===== config.mk =====
export PLATFORM = sky130hd
export DESIGN_NAME = issue_wb_ctrl
export DESIGN_NICKNAME = d
export VERILOG_FILES = /design/src/rtl/issue_wb_pkg.sv /design/src/rtl/issue_wb_ctrl_wb_fifo.sv /design/src/rtl/issue_wb_ctrl.sv
export SDC_FILE = /design/constraint.sdc
export NUM_CORES = 1
export LEC_CHECK = 0
export CORE_MARGIN = 2
export CORE_UTILIZATION = 35
export CTS_CLUSTER_SIZE = 24
export DETAILED_ROUTE_END_ITERATION = 10
export PLACE_DENSITY_LB_ADDON = 0.1
export REMOVE_ABC_BUFFERS = 1
export SLEW_MARGIN = 0
export SYNTH_ARGS = -nofsm -noshare
export SYNTH_HDL_FRONTEND = slang
export SYNTH_SLANG_ARGS = --single-unit
export TNS_END_PERCENT = 50

===== constraint.sdc =====
create_clock -name clk -period 3.4 [get_ports clk]
set_clock_uncertainty 0.05 [all_clocks]
set_input_delay 0.85 -clock clk [delete_from_list [all_inputs] [get_ports clk]]
set_output_delay 0.85 -clock clk [all_outputs]
set_load 0.005 [all_outputs]

===== src/rtl/issue_wb_pkg.sv =====
// Shared types for the issue interlock and writeback scheduler.
// Register address width, result entry layout and arbiter side.
package issue_wb_pkg;

  localparam int REG_ADR_W = 3;
  localparam int NUM_REGS  = 8;
  localparam int WB_DATA_W = 16;

  typedef struct packed {
    logic [REG_ADR_W-1:0] adr;
    logic [WB_DATA_W-1:0] data;
  } wb_entry_t;

  typedef enum logic {
    RR_ALU = 1'b0,
    RR_MEM = 1'b1
  } rr_e;

endpackage


===== src/rtl/issue_wb_ctrl_wb_fifo.sv =====
// Small synchronous FIFO holding ALU results awaiting the write port.
// Entries become visible to the reader one cycle after the push.
module wb_fifo
  import issue_wb_pkg::*;
#(
  parameter int  DEPTH = 2,
  parameter type T     = wb_entry_t,
  localparam int CW    = $clog2(DEPTH + 1),
  localparam int PW    = (DEPTH > 1) ? $clog2(DEPTH) : 1
) (
  input  logic          clk_i,
  input  logic          rst_ni,
  input  logic          push_i,
  input  T              wdata_i,
  input  logic          pop_i,
  output T              rdata_o,
  output logic [CW-1:0] count_o,
  output logic          empty_o,
  output logic          full_o
);

  T              mem_q [DEPTH];
  logic [PW-1:0] wr_ptr_q, wr_ptr_d;
  logic [PW-1:0] rd_ptr_q, rd_ptr_d;
  logic [CW-1:0] count_q, count_d;
  logic          push_ok;
  logic          pop_ok;

  assign empty_o = (count_q == '0);
  assign full_o  = (count_q == CW'(DEPTH));
  assign count_o = count_q;
  assign rdata_o = mem_q[rd_ptr_q];

  assign pop_ok  = pop_i & ~empty_o;
  assign push_ok = push_i & (~full_o | pop_ok);

  always_comb begin
    wr_ptr_d = wr_ptr_q;
    rd_ptr_d = rd_ptr_q;
    count_d  = count_q;
    if (push_ok)
      wr_ptr_d = (wr_ptr_q == PW'(DEPTH - 1)) ? '0 : wr_ptr_q + PW'(1);
    if (pop_ok)
      rd_ptr_d = (rd_ptr_q == PW'(DEPTH - 1)) ? '0 : rd_ptr_q + PW'(1);
    unique case ({push_ok, pop_ok})
      2'b10:   count_d = count_q + CW'(1);
      2'b01:   count_d = count_q - CW'(1);
      default: count_d = count_q;
    endcase
  end

  always_ff @(posedge clk_i or negedge rst_ni) begin
    if (!rst_ni) begin
      wr_ptr_q <= '0;
      rd_ptr_q <= '0;
      count_q  <= '0;
    end else begin
      wr_ptr_q <= wr_ptr_d;
      rd_ptr_q <= rd_ptr_d;
      count_q  <= count_d;
    end
  end

  always_ff @(posedge clk_i) begin
    if (push_ok)
      mem_q[wr_ptr_q] <= wdata_i;
  end

endmodule


===== src/rtl/issue_wb_ctrl.sv =====
// Issue interlock, ALU credit tracking and round-robin sharing of
// the single register-file write port between ALU and memory results.
module issue_wb_ctrl
  import issue_wb_pkg::*;
#(
  parameter int DATA_W  = 16,
  parameter int ALU_BUF = 2
) (
  input  logic                 clk,
  input  logic                 reset,
  input  logic [NUM_REGS-1:0]  register_invalid,
  input  logic                 id_valid,
  input  logic [REG_ADR_W-1:0] id_rs_adr,
  input  logic                 id_rs_use,
  input  logic [REG_ADR_W-1:0] id_rt_adr,
  input  logic                 id_rt_use,
  input  logic [REG_ADR_W-1:0] id_rd_adr,
  input  logic                 id_rd_write,
  input  logic                 id_is_load,
  output logic                 id_stall,
  output logic                 regwrite_cur,
  output logic [REG_ADR_W-1:0] regwrite_adr_id,
  input  logic                 alu_wb_valid,
  input  logic [REG_ADR_W-1:0] alu_wb_adr,
  input  logic [DATA_W-1:0]    alu_wb_data,
  input  logic                 mem_wb_valid,
  input  logic [REG_ADR_W-1:0] mem_wb_adr,
  input  logic [DATA_W-1:0]    mem_wb_data,
  output logic                 mem_wb_ready,
  output logic                 regwrite,
  output logic [REG_ADR_W-1:0] regwrite_adr,
  output logic [DATA_W-1:0]    regwrite_data
);

  localparam int CRW = $clog2(ALU_BUF + 1);
  localparam int FCW = $clog2(ALU_BUF + 1);

  typedef struct packed {
    logic [REG_ADR_W-1:0] adr;
    logic [DATA_W-1:0]    data;
  } entry_t;

  logic                 haz;
  logic                 no_credit;
  logic                 alu_issue;
  logic [CRW-1:0]       credits_q, credits_d;
  rr_e                  rr_q, rr_d;
  logic                 req_a, req_m;
  logic                 grant_a, grant_m;
  entry_t               fifo_wdata;
  entry_t               fifo_rdata;
  logic                 fifo_empty;
  logic                 fifo_full;
  logic [FCW-1:0]       fifo_count;
  logic                 unused_fifo;
  logic                 regwrite_q, regwrite_d;
  logic [REG_ADR_W-1:0] wb_adr_q, wb_adr_d;
  logic [DATA_W-1:0]    wb_data_q, wb_data_d;

  // WAW term keeps the scoreboard set and clear on different registers.
  assign haz = (id_rs_use & register_invalid[id_rs_adr])
             | (id_rt_use & register_invalid[id_rt_adr])
             | (id_rd_write & register_invalid[id_rd_adr]);

  assign no_credit       = (credits_q == '0);
  assign id_stall        = id_valid
                         & (haz | (id_rd_write & ~id_is_load & no_credit));
  assign regwrite_cur    = id_valid & ~id_stall & id_rd_write;
  assign regwrite_adr_id = id_rd_adr;
  assign alu_issue       = regwrite_cur & ~id_is_load;

  always_comb begin
    credits_d = credits_q;
    unique case ({alu_issue, grant_a})
      2'b10:   credits_d = credits_q - CRW'(1);
      2'b01:   credits_d = credits_q + CRW'(1);
      default: credits_d = credits_q;
    endcase
  end

  assign fifo_wdata = '{adr: alu_wb_adr, data: alu_wb_data};

  wb_fifo #(
    .DEPTH (ALU_BUF),
    .T     (entry_t)
  ) u_fifo (
    .clk_i   (clk),
    .rst_ni  (reset),
    .push_i  (alu_wb_valid),
    .wdata_i (fifo_wdata),
    .pop_i   (grant_a),
    .rdata_o (fifo_rdata),
    .count_o (fifo_count),
    .empty_o (fifo_empty),
    .full_o  (fifo_full)
  );

  assign unused_fifo = ^{fifo_count, fifo_full};

  assign req_a = ~fifo_empty;
  assign req_m = mem_wb_valid;

  // rr only advances when both sides compete.
  always_comb begin
    grant_a = 1'b0;
    grant_m = 1'b0;
    rr_d    = rr_q;
    unique case (1'b1)
      req_a & req_m: begin
        grant_a = (rr_q == RR_ALU);
        grant_m = (rr_q == RR_MEM);
        rr_d    = (rr_q == RR_ALU) ? RR_MEM : RR_ALU;
      end
      req_a & ~req_m: grant_a = 1'b1;
      ~req_a & req_m: grant_m = 1'b1;
      default: ;
    endcase
  end

  assign mem_wb_ready = grant_m;

  always_comb begin
    regwrite_d = grant_a | grant_m;
    wb_adr_d   = wb_adr_q;
    wb_data_d  = wb_data_q;
    if (grant_a) begin
      wb_adr_d  = fifo_rdata.adr;
      wb_data_d = fifo_rdata.data;
    end else if (grant_m) begin
      wb_adr_d  = mem_wb_adr;
      wb_data_d = mem_wb_data;
    end
  end

  always_ff @(posedge clk or negedge reset) begin
    if (!reset) begin
      credits_q  <= CRW'(ALU_BUF);
      rr_q       <= RR_ALU;
      regwrite_q <= 1'b0;
      wb_adr_q   <= '0;
      wb_data_q  <= '0;
    end else begin
      credits_q  <= credits_d;
      rr_q       <= rr_d;
      regwrite_q <= regwrite_d;
      wb_adr_q   <= wb_adr_d;
      wb_data_q  <= wb_data_d;
    end
  end

  assign regwrite      = regwrite_q;
  assign regwrite_adr  = wb_adr_q;
  assign regwrite_data = wb_data_q;

endmodule

=== Word level (Yosys, flattened, before mapping) ===
Memory sizes are Yosys's and may differ from the RTL's.
Index checks and enable logic that the tools add are counted.

* Add/subtract/negate cells: 6
* Order comparisons: 3
* Equal/unequal tests: 5
* Multiplexer cells: 19
* Bitwise operators: 25
* Reduce and logical (&&, ||, !) cells: 5

{| class="wikitable"
|+ Operator list
! operator !! number
|-
| 16-bit 2-to-1 mux || 2
|-
| 1-bit AND || 14
|-
| 3-bit by 4-bit less-than comparator with 1-bit output (second input constant) || 3
|-
| 1-bit binary-select mux with 3-bit select || 3
|-
| 1-bit 2-to-1 mux || 8
|-
| 2-bit one-hot mux with 2 select lines || 2
|-
| 2-bit equality test (second input constant) || 3
|-
| 3-bit 2-to-1 mux || 2
|-
| 1-bit NOT || 6
|-
| 2-bit nonzero test || 3
|-
| 1-bit OR || 5
|-
| 2-bit by 1-bit adder with 2-bit output (second input constant) || 2
|-
| 2-bit by 1-bit equality test with 1-bit output (second input constant) || 2
|-
| 2-bit logical NOT || 2
|-
| 1-bit one-hot mux with 2 select lines || 2
|-
| 2-bit by 1-bit subtractor with 2-bit output (second input constant) || 2
|-
| 1-bit adder (second input constant) || 2
|}

* Register bits: 27
* Bits in writable memories: 38
* Input port bits: 64
* Output and inout bits: 26
* Memories kept: 1

{| class="wikitable"
|+ Memories
! memory !! words !! width !! read ports !! clocked after memory_dff !! write ports !! RTL line !! RTL
|-
| u_fifo.mem_q || 2 || 19 || 1 || 0 || 1 || issue_wb_ctrl_wb_fifo.sv:22 || <nowiki>T mem_q [DEPTH];</nowiki>
|}

=== Depth between registers and ports, before layout ===
* Depth after elaboration: 13
* Depth in mapped cells: 9

=== Cells and area by module ===
From an unflattened synthesis, not the netlist that was laid out.

* Cell total of the unflattened synthesis: 207
* Area total of the unflattened synthesis: 2,886.5 um^2

{| class="wikitable"
|+ Modules (own cells, without submodules)
! module !! times used !! cells an instance !! area an instance (um^2)
|-
| wb_fifo || 1 || 81 || 1,584.0
|-
| issue_wb_ctrl || 1 || 126 || 1,302.5
|}

=== Worst setup path after synthesis ===
Ideal clock, no wire load.

* Path type: input to register
* From: input id_rt_adr[1]
* To: register credits_q[1]
* Data arrival time: 2.899 ns
* Setup slack: 0.377 ns
* Cell stages on the path: 8
* Path buffers: 0
* Cells stage by stage: mux4_1 > mux2_2 > a22o_1 > or4_1 > ha_1 > xor2_1 > nor2_1 > xor2_1

* Cells in the longest elaborated chain, start to end: 13
* Elaborated cells on any way between the ends: 15
* Classes of those cells: eq/ne (2); mux (3); bitwise (9); reduce/logical (1)

{| class="wikitable"
|+ RTL lines
! what !! RTL line !! RTL
|-
| start: declaration || issue_wb_ctrl.sv:15 || <nowiki>input logic [REG_ADR_W-1:0] id_rt_adr,</nowiki>
|-
| 1-bit binary-select mux with 3-bit select (*) || issue_wb_ctrl.sv:62 || <nowiki>| (id_rt_use & register_invalid[id_rt_adr])</nowiki>
|-
| 1-bit 2-to-1 mux (implied by the code) (*) || issue_wb_ctrl.sv:62 ||
|-
| 1-bit AND (*) || issue_wb_ctrl.sv:62 ||
|-
| 1-bit OR (*) || issue_wb_ctrl.sv:62 ||
|-
| 1-bit OR (*) || issue_wb_ctrl.sv:63 || <nowiki>| (id_rd_write & register_invalid[id_rd_adr]);</nowiki>
|-
| 1-bit OR (*) || issue_wb_ctrl.sv:67 || <nowiki>& (haz | (id_rd_write & ~id_is_load & no_credit));</nowiki>
|-
| 1-bit AND (*) || issue_wb_ctrl.sv:67 ||
|-
| 1-bit NOT (*) || issue_wb_ctrl.sv:68 || <nowiki>assign regwrite_cur = id_valid & ~id_stall & id_rd_write;</nowiki>
|-
| 1-bit AND (*) (2 in a row) || issue_wb_ctrl.sv:68 ||
|-
| 1-bit AND (*) || issue_wb_ctrl.sv:70 || <nowiki>assign alu_issue = regwrite_cur & ~id_is_load;</nowiki>
|-
| 2-bit by 1-bit equality test with 1-bit output / 2-bit equality test (equally long branches) || issue_wb_ctrl.sv:74 || <nowiki>unique case ({alu_issue, grant_a})</nowiki>
|-
| 2-bit one-hot mux with 2 select lines / 2-bit nonzero test (equally long branches) || -- ||
|-
| end signal: assignment || issue_wb_ctrl.sv:137 || <nowiki>credits_q <= CRW'(ALU_BUF);</nowiki>
|-
| end signal: assignment || issue_wb_ctrl.sv:143 || <nowiki>credits_q <= credits_d;</nowiki>
|-
| end: declaration || issue_wb_ctrl.sv:46 || <nowiki>logic [CRW-1:0] credits_q, credits_d;</nowiki>
|}

Mark *: on every way between the ends. The rest lies on a longest branch, timed or not. The select of a mux whose other input is x is not followed.
A chain may end at the register's enable or synchronous reset.

=== Worst setup path in the final report ===
* From: input register_invalid[5]
* To: output regwrite_cur

* Cells in the longest elaborated chain, start to end: 10
* Elaborated cells on any way between the ends: 16
* Classes of those cells: mux (6); bitwise (10)

{| class="wikitable"
|+ RTL lines
! what !! RTL line !! RTL
|-
| start: declaration || issue_wb_ctrl.sv:11 || <nowiki>input logic [NUM_REGS-1:0] register_invalid,</nowiki>
|-
| 1-bit binary-select mux with 3-bit select (on tied branches) || issue_wb_ctrl.sv:61, issue_wb_ctrl.sv:62 ||
|-
| 1-bit 2-to-1 mux (on tied branches) || issue_wb_ctrl.sv:61, issue_wb_ctrl.sv:62 ||
|-
| 1-bit AND (on tied branches) || issue_wb_ctrl.sv:61, issue_wb_ctrl.sv:62 ||
|-
| 1-bit OR || issue_wb_ctrl.sv:62 ||
|-
| 1-bit OR (*) || issue_wb_ctrl.sv:63 ||
|-
| 1-bit OR (*) || issue_wb_ctrl.sv:67 ||
|-
| 1-bit AND (*) || issue_wb_ctrl.sv:67 ||
|-
| 1-bit NOT (*) || issue_wb_ctrl.sv:68 ||
|-
| 1-bit AND (*) (2 in a row) || issue_wb_ctrl.sv:68 ||
|-
| end: declaration || issue_wb_ctrl.sv:21 || <nowiki>output logic regwrite_cur,</nowiki>
|}

Marks and branches as above.

==> results.json <==
{
  "min_path_type": "flip-flop to flip-flop",
  "p_total_mw": 2.94,
  "postSynthCellCount": 216,
  "layout_min_cycle_time_ps": 3270,
  "yosysTopAreaCell": "sky130_fd_sc_hd__edfxtp_1",
  "pwr-share-seq_pct": 44.2,
  "num_antenna_cells": 0,
  "clock_tree_from_tritoncts": "yes",
  "async_reset_ff_share_pct": 41.5,
  "initial_drc_count": 57,
  "cts_root_buf": "sky130_fd_sc_hd__clkbuf_8",
  "ioPinCount": 90,
  "die_w_um": 93.6,
  "synth-warning-count": 0,
  "syn2layout_area_growth_pct": 41.7,
  "hold_end": "regwrite_adr[1]",
  "core-area_mm2": 0.00777,
  "critical_path.max_fanout": 3,
  "start_point_of_the_worst_hold_path": "regwrite_adr[1]",
  "fillCellCount": 706,
  "num-nets-final": 374,
  "layout.core_utilization_pct": 51.3,
  "final_critical_path_setup_slack_ps": 130,
  "yosys-top-cells-area": "sky130_fd_sc_hd__edfxtp_1 (41%), sky130_fd_sc_hd__dfrtp_1 (23%), sky130_fd_sc_hd__mux2i_1 (8.2%)",
  "cts-hold-fix-buffers": 0,
  "grt.total_usage_pct": 14.2,
  "grt_pass1_wl_mm": 9.26,
  "drt-vias-per-instance": 4.60,
  "placement.io_buffers": 89,
  "grt_pass1_vias": 1872,
  "static-leakage-power_nw": 1.53,
  "slew-limit-headroom_pct": 56.4,
  "grt_antenna_before_repair": 0,
  "rsz0062_at_grt": "false",
  "synthFlopType": "sky130_fd_sc_hd__edfxtp_1",
  "cts-buffers-inserted": 9,
  "grt_max_degree": 41,
  "post_route_cells_drive_above_1_share_pct": 12.5,
  "slew_violations": 0,
  "switching_share_pct": 32.5,
  "synthesis.area_mm2": 0.00281,
  "hpwlAfterDp_mm": 4.00,
  "power.share.combinational_pct": 37.3,
  "floorplan.die_area_mm2": 0.00876,
  "reg2reg_from": "credits_q[1]",
  "setup_viol": 0,
  "ff2ff_path_depth": 7,
  "vias": 1909,
  "firstDrtPassIters": 4,
  "multi_input_comb_area_um2": 950,
  "gp_congestion": 0.748,
  "achievable-frequency_ghz": 0.306,
  "power-per-cell-area_mw_per_mm2": 739,
  "routed_antenna_nets": 0,
  "worst_hold_path.num_cells": 2,
  "power_switching_mw": 0.956,
  "placement.setup.worst_slack_ps": -637,
  "timing.hold.ws_ps": 433,
  "synth.ff_latch_count": 65,
  "rows": 32,
  "postSynthAreaPerCell_um2": 13.0,
  "routedWlPerCell_um": 14.1,
  "clock_insertion_delay_worst_skew_ps": 340,
  "route.detailed.drc": 0,
  "start_kind": "input pin",
  "postCtsSetupRepairBufs": 0,
  "yosysMostFrequentCell": "sky130_fd_sc_hd__nand2_1",
  "die_height_um": 93.6,
  "finalHoldViolations": 0,
  "clkSlewWorstSetupHoldPaths_ps": 60,
  "clock_tree.buffer_depth": 2,
  "endpoint_kind": "primary output",
  "ctsHtreeMaxLevel": 3,
  "seq_area_frac_synth_pct": 64.7,
  "status": "finished clean",
  "setup.reg_to_reg.worst_slack_ps": 1430,
  "floorplan.initialDensity_pct": 36.2,
  "maximum_capacitance_violations": 0,
  "total_grt_overflow": 0,
  "worst_pin_slew_ps": 654,
  "critical_path_class": "input pin to primary output",
  "internal_power_mw": 1.99,
  "clockPowerShare_pct": 18.6,
  "final.period_utilization_pct": 96.2,
  "yosysUniqueCellTypes": 26,
  "reg2reg_to": "credits_q[1]",
  "synthDominantCellAreaShare_pct": 40.6,
  "cp_data_required_time_ps": 2500,
  "detailed_route_wire_length_mm": 5.84,
  "number_of_enable_flip_flop_cells_after_synthesis": 38,
  "irDropWorstVdd_mv": 0.262,
  "yosys-top-cells-count": "sky130_fd_sc_hd__nand2_1 (40), sky130_fd_sc_hd__o21ai_0 (39), sky130_fd_sc_hd__edfxtp_1 (38)",
  "tritoncts_num_sinks": 65,
  "critical_path_arrival_ps": 2370,
  "layout.area.seq_mm2": 0.00182
}
-- routing by layer --
layer / share of wire [%] / GRT usage (%) / vias up
li1: - / - / 964
met1: 47 / 18.4 / 886
met2: 46 / 22.2 / 51
met3: 5.3 / 4.83 / 8
met4: 1.6 / 5.43 / 0
met5: 0 / 0 / -
-- worst max path at each step --
stage          depth (start not counted)  slack, ps                 from            to
2_1_floorplan                          2         90         mem_wb_valid  mem_wb_ready
3_3_place_gp                           6       -610         id_rt_adr[1]  regwrite_cur
3_5_place_dp                           6       -640         id_rt_adr[1]  regwrite_cur
4_1_cts                                6          2  register_invalid[4]      id_stall
5_1_grt                                6         70  register_invalid[5]      id_stall
6_report                               6        130  register_invalid[5]  regwrite_cur
-- sequential cells by signal (all words and copies together), names as in the netlist --
name             count
u_fifo.count_o       2
u_fifo.rd_ptr_q      1
credits_q            2
u_fifo.mem_q        38
regwrite_data       16
regwrite             1
rr_q                 1
u_fifo.wr_ptr_q      1
regwrite_adr         3
-- power by group through the flow --
stage / Sequential, mW / Combinational [mW] / Clock (mW)
floorplan: 1.31 / 0.549 / 0
global placement: 1.31 / 1.10 / 0
detailed placement: 1.32 / 1.12 / 0
CTS: 1.31 / 1.12 / 0.567
global route: 1.33 / 1.23 / 0.597
finish: 1.30 / 1.10 / 0.546
-- final cells by class --
| class | instances | area share, % |
|---|---|---|
| flip-flops and latches | 65 | 45.7 |
| inverters | 1 | 0.0943 |
| multi-input cells | 135 | 23.9 |
| clock inverters | 6 | 0.880 |
| well taps | 102 | 3.21 |
| repair buffers | 96 | 23.1 |
| clock buffers | 10 | 3.21 |
-- metrics by stage --
step	area (um^2)	TNS (ps)	cells
final	3980	0	415
after global routing	3980	0	415
after CTS	3990	0	415
after detailed placement	3830	-1560	399
after global placement	3830	-1500	399
after floorplan	2740	0	201
-- layout by cell type (no fill, tap or decap), types with 3 or more instances in the layout --
| cell | synthesis | final |
|---|---|---|
| sky130_fd_sc_hd__buf_4 | 3 | 7 |
| sky130_fd_sc_hd__clkbuf_2 | 0 | 3 |
| sky130_fd_sc_hd__clkbuf_8 | 0 | 9 |
| sky130_fd_sc_hd__clkdlybuf4s15_1 | 0 | 7 |
| sky130_fd_sc_hd__clkdlybuf4s50_1 | 0 | 73 |
| sky130_fd_sc_hd__clkinv_2 | 0 | 3 |
| sky130_fd_sc_hd__dfrtp_1 | 26 | 26 |
| sky130_fd_sc_hd__dlygate4sd2_1 | 0 | 4 |
| sky130_fd_sc_hd__edfxtp_1 | 38 | 38 |
| sky130_fd_sc_hd__mux2i_1 | 23 | 23 |
| sky130_fd_sc_hd__mux4_2 | 3 | 5 |
| sky130_fd_sc_hd__nand2_1 | 40 | 40 |
| sky130_fd_sc_hd__o21ai_0 | 39 | 39 |
| sky130_fd_sc_hd__xnor2_1 | 5 | 5 |
| sky130_fd_sc_hd__xor2_1 | 4 | 4 |
-- logic make-up (layout without fill, tap and decap cells) --
logic type | Yosys count | after routing | share of synthesized area (%)
compound gates | 44 | 44 | 8.42
xor+xnor | 9 | 9 | 2.81
fa+ha+maj | 2 | 2 | 0.891
buf+inv | 16 | 113 | 2.54
flops | 65 | 65 | 64.7
mux | 30 | 30 | 13.3
simple gates | 50 | 50 | 7.35
-- timing repair --
item                                    CTS  global route
endpoints found under the setup margin    2             2
pin swaps                                 1             2
cloned                                    0             0
gates resized for setup                  26            10
-- critical path, stage by stage --
cell,delay [ps]
sky130_fd_sc_hd__dlygate4sd2_1,250
sky130_fd_sc_hd__mux4_2,450
sky130_fd_sc_hd__mux2_4,270
sky130_fd_sc_hd__a22o_1,260
sky130_fd_sc_hd__nor3_2,160
sky130_fd_sc_hd__clkbuf_2,130
No activity file was read; power rests on OpenSTA's default activity.
